**src/rtl/fetch_queue_mc.sv**
```systemverilog
// fetch_queue_mc
//
// In-order instruction queue sitting between fetch and dispatch. Each cycle it
// releases up to WAY of its oldest entries to dispatch and then accepts up to
// WAY valid fetch packets into the space that is left, including any space the
// release just freed. Occupancy is tracked with an explicit counter, so DEPTH
// need not be a power of two.
//
// Packet layout (PKT_LEN = INST_LEN + 1 bits per lane):
//   [INST_LEN]     valid
//   [INST_LEN-1:0] instruction word, opcode in bits [6:0]
// Lane i occupies bits [i*PKT_LEN +: PKT_LEN]; lane 0 is the oldest.
//
// Ports:
//   clock              rising-edge clock
//   reset              synchronous active-high reset
//   flush              squash every entry (mispredict / exception)
//   fetch_in           WAY packets from fetch
//   fetch_accept_num   number of valid fetch_in packets written this cycle
//   disp_num_can_take  max packets dispatch accepts this cycle
//   store_free         free store-queue slots
//   load_free          free load-queue slots
//   branch_free        free branch-tag slots
//   disp_out           released packets, unused lanes all-zero
//   disp_num           number of valid disp_out lanes, contiguous from lane 0
//   disp_store_cnt     stores within disp_out
//   disp_load_cnt      loads within disp_out
//   disp_branch_cnt    branches / jumps within disp_out
//   occupancy          registered entry count
//   free_slots         DEPTH - occupancy

module fetch_queue_mc #(
  parameter int WAY      = 3,
  parameter int DEPTH    = 16,
  parameter int CNT_LEN  = $clog2(WAY + 1),
  parameter int OCC_LEN  = $clog2(DEPTH + 1),
  parameter int INST_LEN = 32
) (
  input  logic                            clock,
  input  logic                            reset,
  input  logic                            flush,
  input  logic [WAY*(INST_LEN+1)-1:0]     fetch_in,
  output logic [CNT_LEN-1:0]              fetch_accept_num,
  input  logic [CNT_LEN-1:0]              disp_num_can_take,
  input  logic [CNT_LEN-1:0]              store_free,
  input  logic [CNT_LEN-1:0]              load_free,
  input  logic [CNT_LEN-1:0]              branch_free,
  output logic [WAY*(INST_LEN+1)-1:0]     disp_out,
  output logic [CNT_LEN-1:0]              disp_num,
  output logic [CNT_LEN-1:0]              disp_store_cnt,
  output logic [CNT_LEN-1:0]              disp_load_cnt,
  output logic [CNT_LEN-1:0]              disp_branch_cnt,
  output logic [OCC_LEN-1:0]              occupancy,
  output logic [OCC_LEN-1:0]              free_slots
);

  localparam int PKT_LEN = INST_LEN + 1;
  localparam int IDX_LEN = (DEPTH > 1) ? $clog2(DEPTH) : 1;

  typedef enum logic [1:0] {
    CLS_PLAIN,
    CLS_STORE,
    CLS_LOAD,
    CLS_BRANCH
  } inst_class_e;

  logic [PKT_LEN-1:0] queue [DEPTH];
  logic [IDX_LEN-1:0] head;
  logic [IDX_LEN-1:0] tail;
  logic [OCC_LEN-1:0] count;

  logic [IDX_LEN-1:0] rel_idx   [WAY];
  logic               rel_en    [WAY];
  logic [IDX_LEN-1:0] head_next;

  logic [IDX_LEN-1:0] wr_idx    [WAY];
  logic               wr_en     [WAY];
  logic [PKT_LEN-1:0] wr_data   [WAY];
  logic [IDX_LEN-1:0] tail_next;

  function automatic inst_class_e decode_class(input logic [6:0] opcode);
    case (opcode)
      7'b0100011: return CLS_STORE;
      7'b0000011: return CLS_LOAD;
      7'b1100011,
      7'b1101111,
      7'b1100111: return CLS_BRANCH;
      default:    return CLS_PLAIN;
    endcase
  endfunction

  // Explicit wrap at DEPTH-1 so non-power-of-two depths index correctly.
  function automatic logic [IDX_LEN-1:0] wrap_inc(input logic [IDX_LEN-1:0] idx);
    if (int'(idx) == DEPTH - 1) return '0;
    else                        return idx + 1'b1;
  endfunction

  // Release walk: hand out entries from head in order until dispatch width,
  // queue contents or a class budget runs out. The first entry that cannot go
  // ends the walk so dispatch always sees a strictly in-order prefix. Only
  // registered queue contents are read, so nothing fetched this cycle can
  // bypass straight to dispatch.
  always_comb begin
    int               n_rel;
    int               n_st;
    int               n_ld;
    int               n_br;
    logic             stop;
    logic             fits;
    logic [IDX_LEN-1:0] idx;
    inst_class_e      cls;

    n_rel    = 0;
    n_st     = 0;
    n_ld     = 0;
    n_br     = 0;
    stop     = reset | flush;
    idx      = head;
    disp_out = '0;
    for (int i = 0; i < WAY; i++) begin
      rel_idx[i] = idx;
      rel_en[i]  = 1'b0;
      cls        = decode_class(queue[idx][6:0]);
      case (cls)
        CLS_STORE:  fits = (n_st + 1) <= int'(store_free);
        CLS_LOAD:   fits = (n_ld + 1) <= int'(load_free);
        CLS_BRANCH: fits = (n_br + 1) <= int'(branch_free);
        default:    fits = 1'b1;
      endcase
      if (!stop && (i < int'(disp_num_can_take)) && (i < int'(count)) && fits) begin
        disp_out[i*PKT_LEN +: PKT_LEN] = queue[idx];
        rel_en[i] = 1'b1;
        n_rel++;
        if (cls == CLS_STORE)  n_st++;
        if (cls == CLS_LOAD)   n_ld++;
        if (cls == CLS_BRANCH) n_br++;
        idx = wrap_inc(idx);
      end else begin
        stop = 1'b1;
      end
    end
    head_next       = idx;
    disp_num        = CNT_LEN'(n_rel);
    disp_store_cnt  = CNT_LEN'(n_st);
    disp_load_cnt   = CNT_LEN'(n_ld);
    disp_branch_cnt = CNT_LEN'(n_br);
  end

  // Accept walk: invalid fetch lanes are compacted out, valid lanes are placed
  // at tail while space remains. Space counts the slots released this cycle,
  // so a full queue that releases k entries can take k new ones. The first
  // valid lane that does not fit ends acceptance; fetch replays the rest.
  always_comb begin
    int                 space;
    int                 n_acc;
    logic               stop;
    logic [IDX_LEN-1:0] idx;

    space = DEPTH - int'(count) + int'(disp_num);
    n_acc = 0;
    stop  = reset | flush;
    idx   = tail;
    for (int i = 0; i < WAY; i++) begin
      wr_en[i]   = 1'b0;
      wr_idx[i]  = idx;
      wr_data[i] = fetch_in[i*PKT_LEN +: PKT_LEN];
      if (fetch_in[i*PKT_LEN + INST_LEN]) begin
        if (!stop && (n_acc < space)) begin
          wr_en[i] = 1'b1;
          idx      = wrap_inc(idx);
          n_acc++;
        end else begin
          stop = 1'b1;
        end
      end
    end
    tail_next        = idx;
    fetch_accept_num = CNT_LEN'(n_acc);
  end

  // Queue state. Released slots are cleared first; a write landing in a slot
  // freed this same cycle is issued later in the block and therefore wins.
  always_ff @(posedge clock) begin
    if (reset || flush) begin
      head  <= '0;
      tail  <= '0;
      count <= '0;
      for (int e = 0; e < DEPTH; e++) queue[e] <= '0;
    end else begin
      for (int i = 0; i < WAY; i++) begin
        if (rel_en[i]) queue[rel_idx[i]] <= '0;
      end
      for (int i = 0; i < WAY; i++) begin
        if (wr_en[i]) queue[wr_idx[i]] <= wr_data[i];
      end
      head  <= head_next;
      tail  <= tail_next;
      count <= count + OCC_LEN'(fetch_accept_num) - OCC_LEN'(disp_num);
    end
  end

  assign occupancy  = count;
  assign free_slots = OCC_LEN'(DEPTH) - count;

endmodule

```
**config.mk**
```make
export PLATFORM = sky130hd
export DESIGN_NAME = fetch_queue_mc
export DESIGN_NICKNAME = d
export VERILOG_FILES = /design/src/rtl/fetch_queue_mc.sv
export SDC_FILE = /design/constraint.sdc
export NUM_CORES = 2
export LEC_CHECK = 0
export BUFFER_PORTS_ARGS = -buffer_cell sky130_fd_sc_hd__buf_2
export CAP_MARGIN = 20
export CELL_PAD_IN_SITES_DETAIL_PLACEMENT = 1
export CELL_PAD_IN_SITES_GLOBAL_PLACEMENT = 1
export CORE_MARGIN = 8
export CORE_UTILIZATION = 45
export CTS_BUF_LIST = sky130_fd_sc_hd__clkbuf_2
export DETAILED_ROUTE_END_ITERATION = 10
export PLACE_DENSITY_LB_ADDON = 0.05
export SYNTH_ARGS = -nofsm -noshare
export SYNTH_HDL_FRONTEND = slang
export SYNTH_SLANG_ARGS = --single-unit
```
**constraint.sdc**
```tcl
create_clock -name clock -period 12.37 [get_ports clock]
set_input_delay 1.237 -clock clock [delete_from_list [all_inputs] [get_ports clock]]
set_output_delay 1.237 -clock clock [all_outputs]
set_load 0.005 [all_outputs]
```
# Word-level counts from Yosys, hierarchy flattened
# Memory sizes are Yosys's and may differ from the RTL's. A register that Yosys moved wholly into a read port is not among the register bits.
# Cells that the tools add are included.
# Widths: inputs -> output; s select.
dict set report op_classes {
  n_addsub 27
  magnitude_cmp 18
  eq_ne 30
  n_mux 105
  bitwise_logic 1
  reduce_logical 27
}
# operator count
set op_table {}
lappend op_table {{$add 32x2->32 const B} 10}
lappend op_table {{$mux 33} 9}
lappend op_table {{$mux 32} 8}
lappend op_table {{$reduce_or 33->1} 6}
lappend op_table {{$le 32x3->1} 6}
lappend op_table {{$mux 4} 22}
lappend op_table {{$eq 7x7->1 const B} 9}
lappend op_table {{$mux 1} 50}
lappend op_table {{$lt 32x7->1} 1}
lappend op_table {{$add 4x1->4 const B} 6}
lappend op_table {{$eq 4x1->1 const B} 6}
lappend op_table {{$eq 7x2->1 const B} 3}
lappend op_table {{$eq 7x6->1 const B} 3}
lappend op_table {{$mux 2} 10}
lappend op_table {{$pmux 2 s3} 3}
lappend op_table {{$eq 2x2->1 const B} 6}
lappend op_table {{$logic_and 1x1->1} 12}
lappend op_table {{$add 2x2->2 const B} 5}
lappend op_table {{$lt 1x5->1 const A} 2}
lappend op_table {{$pmux 1 s3} 3}
lappend op_table {{$reduce_or 3->1} 3}
lappend op_table {{$add 6x3->7} 1}
lappend op_table {{$lt 1x7->1 const A} 1}
lappend op_table {{$lt 2x7->1} 1}
lappend op_table {{other kinds (13)} 22}
dict set report totals {
  regBits 13
  ram_bits 528
  in_bits 110
  output_inout_bits 119
  word_cells 212
  n_memories 1
}
# name depth width read_ports rd_clocked_by_memory_dff wr line
set memory_table {}
lappend memory_table {queue 16 33 3 1 16 67} ;# logic [PKT_LEN-1:0] queue [DEPTH];

# Logic depth before layout (Yosys ltp)
# An unclocked memory read counts as a cell.
dict set report logic_depth {
  word_depth 41
  ltp_mapped 66
  mapped_depth_nobuf 55
}

# Least setup slack after synthesis
# Ideal clock, no wire load.
dict set report synth_timing {
  path_kind {input-to-reg}
  start {input flush}
  end {memory queue[9][0] (netlist bit) (enable)}
  setup_ns 0.396
  arrival_time_ns 13.100
  required_time_ns 11.974
  path_slack_ns -1.126
  path_stages 53
  path_buffers 12
  cell_sequence {nor2_1 -> o21ai_0 -> a21oi_1 -> clkbuf_1 -> a21oi_1 -> o21ai_1 -> nand2_1 -> inv_2 -> a211oi_1 -> o32ai_1 -> o2111ai_1 -> or3_1 -> buf_2 -> or4b_1 -> buf_2 -> nand3_4 -> buf_4 -> buf_4 -> (+17 left out) -> a31o_4 -> inv_2 -> buf_1 -> mux2i_1 -> inv_1 -> ha_1 -> inv_1 -> a311o_1 -> clkbuf_1 -> a21oi_1 -> or2_2 -> inv_1 -> ha_1 -> nand2_1 -> or4_1 -> buf_4 -> buf_6 -> nand3_1}
}
# item line
set synth_lines {}
lappend synth_lines {{start, declared} 41} ;# input logic flush,
lappend synth_lines {{end, declared} 67}

==> reports/metrics.cfg <==
[clock_tree]
cts-hold-fix-buffers = 0
cts_buffer_depth = 3
clock_latency_ns = 1.53
cts_tree = yes
cts-buffers-inserted = 161
cts.clk_slew.worst_paths_ns = 0.11
htreeDepth = 4
cts-root-buf = clkbuf_2
clock-sinks = 541

[sta]
tightest_slew_ns = 1.23
period_minus_slack_ns = 12.81
fmax_ghz = 0.0781
hold_viol = 0
setup-violations-final = 2
fin_crit_sh_pct = 104
fin_ws_ns = -0.437
drv_slew = 0
rsz0062_at_grt = yes
slew-limit-headroom_pct = 18.1
clock_skew_ns = 0.123
tns_ns = -0.617

[setup_path]
end_kind = primary output
required_ns = 11.13
max_stage_delay_ns = 0.66
slowest_stage = edfxtp_1
cp-start-kind = flip-flop
crit_type = reg2out
path_common_cell = nand2_1
path_max_fanout = 6
cp_data_arrival_time_ns = 11.57

[logic_synthesis]
dominantRegCellSynth = edfxtp_1
ys_warn_count = 0
synthTopCellsByCount = nand2_1, edfxtp_1, nand3_1, clkbuf_1, a21oi_1
synth_edf_count = 528
yosysSeqAreaShare_pct = 33.3
syn_nets = 5635
synth_cell_types = 108
synth_area_leaders = edfxtp_1, nand2_1, mux4_2
avgSynthCellArea_um2 = 8.87
yosysTopAreaCellShare_pct = 32.7
ys_seq_elements = 541
yosysMostFrequentCell = nand2_1
synthCells = 5463
synthArstFlopShare_pct = 0
netlist_area_mm2 = 0.0484
synth_top_cell_by_area = edfxtp_1

[floorplan]
coreArea_mm2 = 0.107
initial_utilization_pct = 45.3
ios = 229
num_rows = 120
die_x_um = 344
die_height_um = 344
die_area_mm2 = 0.118

[drt]
routed_via_density = 7.12
wl_um = 265000
drt_iter0_markers = 7281
drtPass1Iterations = 6
vias = 51600
drc = 0
wl_per_cell_um = 36.5
ant_nets = 0

[grt]
antenna_found_initial = 26
grt_pass1_wl_um = 374000
grt_pass1_vias = 51500
track_usage_pct = 43.2
grt_max_degree = 145
grt-ovfl-total = 0

[final_layout]
drive_above_1_share_pct = 27.7
fin_util_pct = 52.5
nNetsFinal = 5884
area_growth_pct = 15.8

[flow_run]
maxCapViolCount = 0

[placement]
io_buffers = 228
place.gp.congestion = 1.01
dp_hpwl_um = 172000

[power]
power_density_mw_per_mm2 = 114
p_leak_nw = 22.1
ir_drop_mv = 0.0992

[worst_hold_path]
worst_hold_path_type = in2reg

[status]
violations = setup timing
status = finished, violations left

## final cells by class
type,count,area [um2]
inverter,100,422
sequential,541,16100
fill,12400,50800
clock inverter,58,319
timing repair buffer,661,5730
timing repair inverter,1,8.76
antenna,14,35.0
clock buffer,226,1130
multi-input combinational,4246,30600
tap,1403,1760
## path summary, 6_finish.rpt
kind | from | end | slack, ns | depth (start not counted)
min reg2reg | occupancy[4] | occupancy[4] | 0.82 | 4
max | queue[12][2] | fetch_accept_num[1] | -0.44 | 46
max reg2reg | queue[12][2] | queue[9][26] | 0.67 | 51
min | fetch_in[23] | queue[15][23] | 0.24 | 2
## cells by family after synthesis
family,Yosys count,synth area share (%)
adders and majority gates,62,1.66
and+or+nand+nor,2322,20.6
DFF,541,33.3
xor gates and xnor gates,20,0.424
muxes,845,23.5
AOI/OAI and AO/OA,997,14.6
buffers and inverters,676,5.88
## critical path, delay by kind of cell (launching register included)
kind            cells  cell delay [ns]
buf+inv             8             1.15
simple gates       14             2.70
fa+ha+maj           2             0.53
mux                 3             1.15
flops               1             0.66
xor+xnor            1             0.18
compound gates     18             3.64
## through the flow
stage	instances	setup WS, ns	total power, mW	area, um2	hold slack, ns
2_1_floorplan	5463	0.0318	3.61	48600	0.720
3_3_place_gp	6837	0.224	4.59	52800	0.787
3_5_place_dp	6838	-0.0810	4.62	52800	0.806
4_1_cts	7227	-0.356	6.25	55900	0.156
5_1_grt	7245	-0.713	6.57	56100	0.171
6_report	7250	-0.437	6.38	56100	0.236
## layout by cell type (no fill, tap or decap), drive strengths merged, types with 10 or more instances in the layout
cell type and instances:
a221o 73, or4 13, nor4b 28, a311o 11, a311oi 25, edfxtp 528, o221ai 12, a32o 14
o31ai 105, and2 44, ha 58, a21oi 280, clkinv 47, o21ai 150, xnor2 14, a2111oi 27
nand3 388, and3 39, nor2 225, nor4 14, or2 14, a211oi 42, mux4 157, inv 106
or3 21, a31oi 40, a22o 70, a21boi 22, o22ai 14, dfxtp 13, mux2 556, nor3 55
nand2 1446, nand4 10, clkbuf 228, buf 655, mux2i 132, diode 14, o211ai 21, a221oi 20
## per-layer routing
layer | share of wire (%) | up-vias | GRT usage (%) | wire (um)
li1 | - | 20600 | - | -
met1 | 38 | 25900 | 56.4 | 99900
met2 | 43 | 4059 | 64.1 | 113000
met3 | 13 | 981 | 13.3 | 35600
met4 | 6.0 | 10 | 22.7 | 15900
met5 | 0.026 | - | 0 | 69
## state kept, by name, indices dropped and copies added, names as in the netlist
name / flops
head: 4
occupancy: 5
queue: 528
tail: 4
## power breakdown
| group | internal, mW | switching, mW |
|---|---|---|
| clock network | 0.545 | 0.970 |
| logic | 0.923 | 1.64 |
| registers | 2.15 | 0.154 |
## timing repair
action / in CTS / in global routing
setup endpoints to repair: 6 / 2
gates cloned: 8 / 1
pin swaps: 65 / 31
gates resized for setup: 132 / 23
endpoints found under the hold margin: 0 / 0
buffers inserted: 98 / 9
Note: power is estimated with default switching activity, not from simulation.
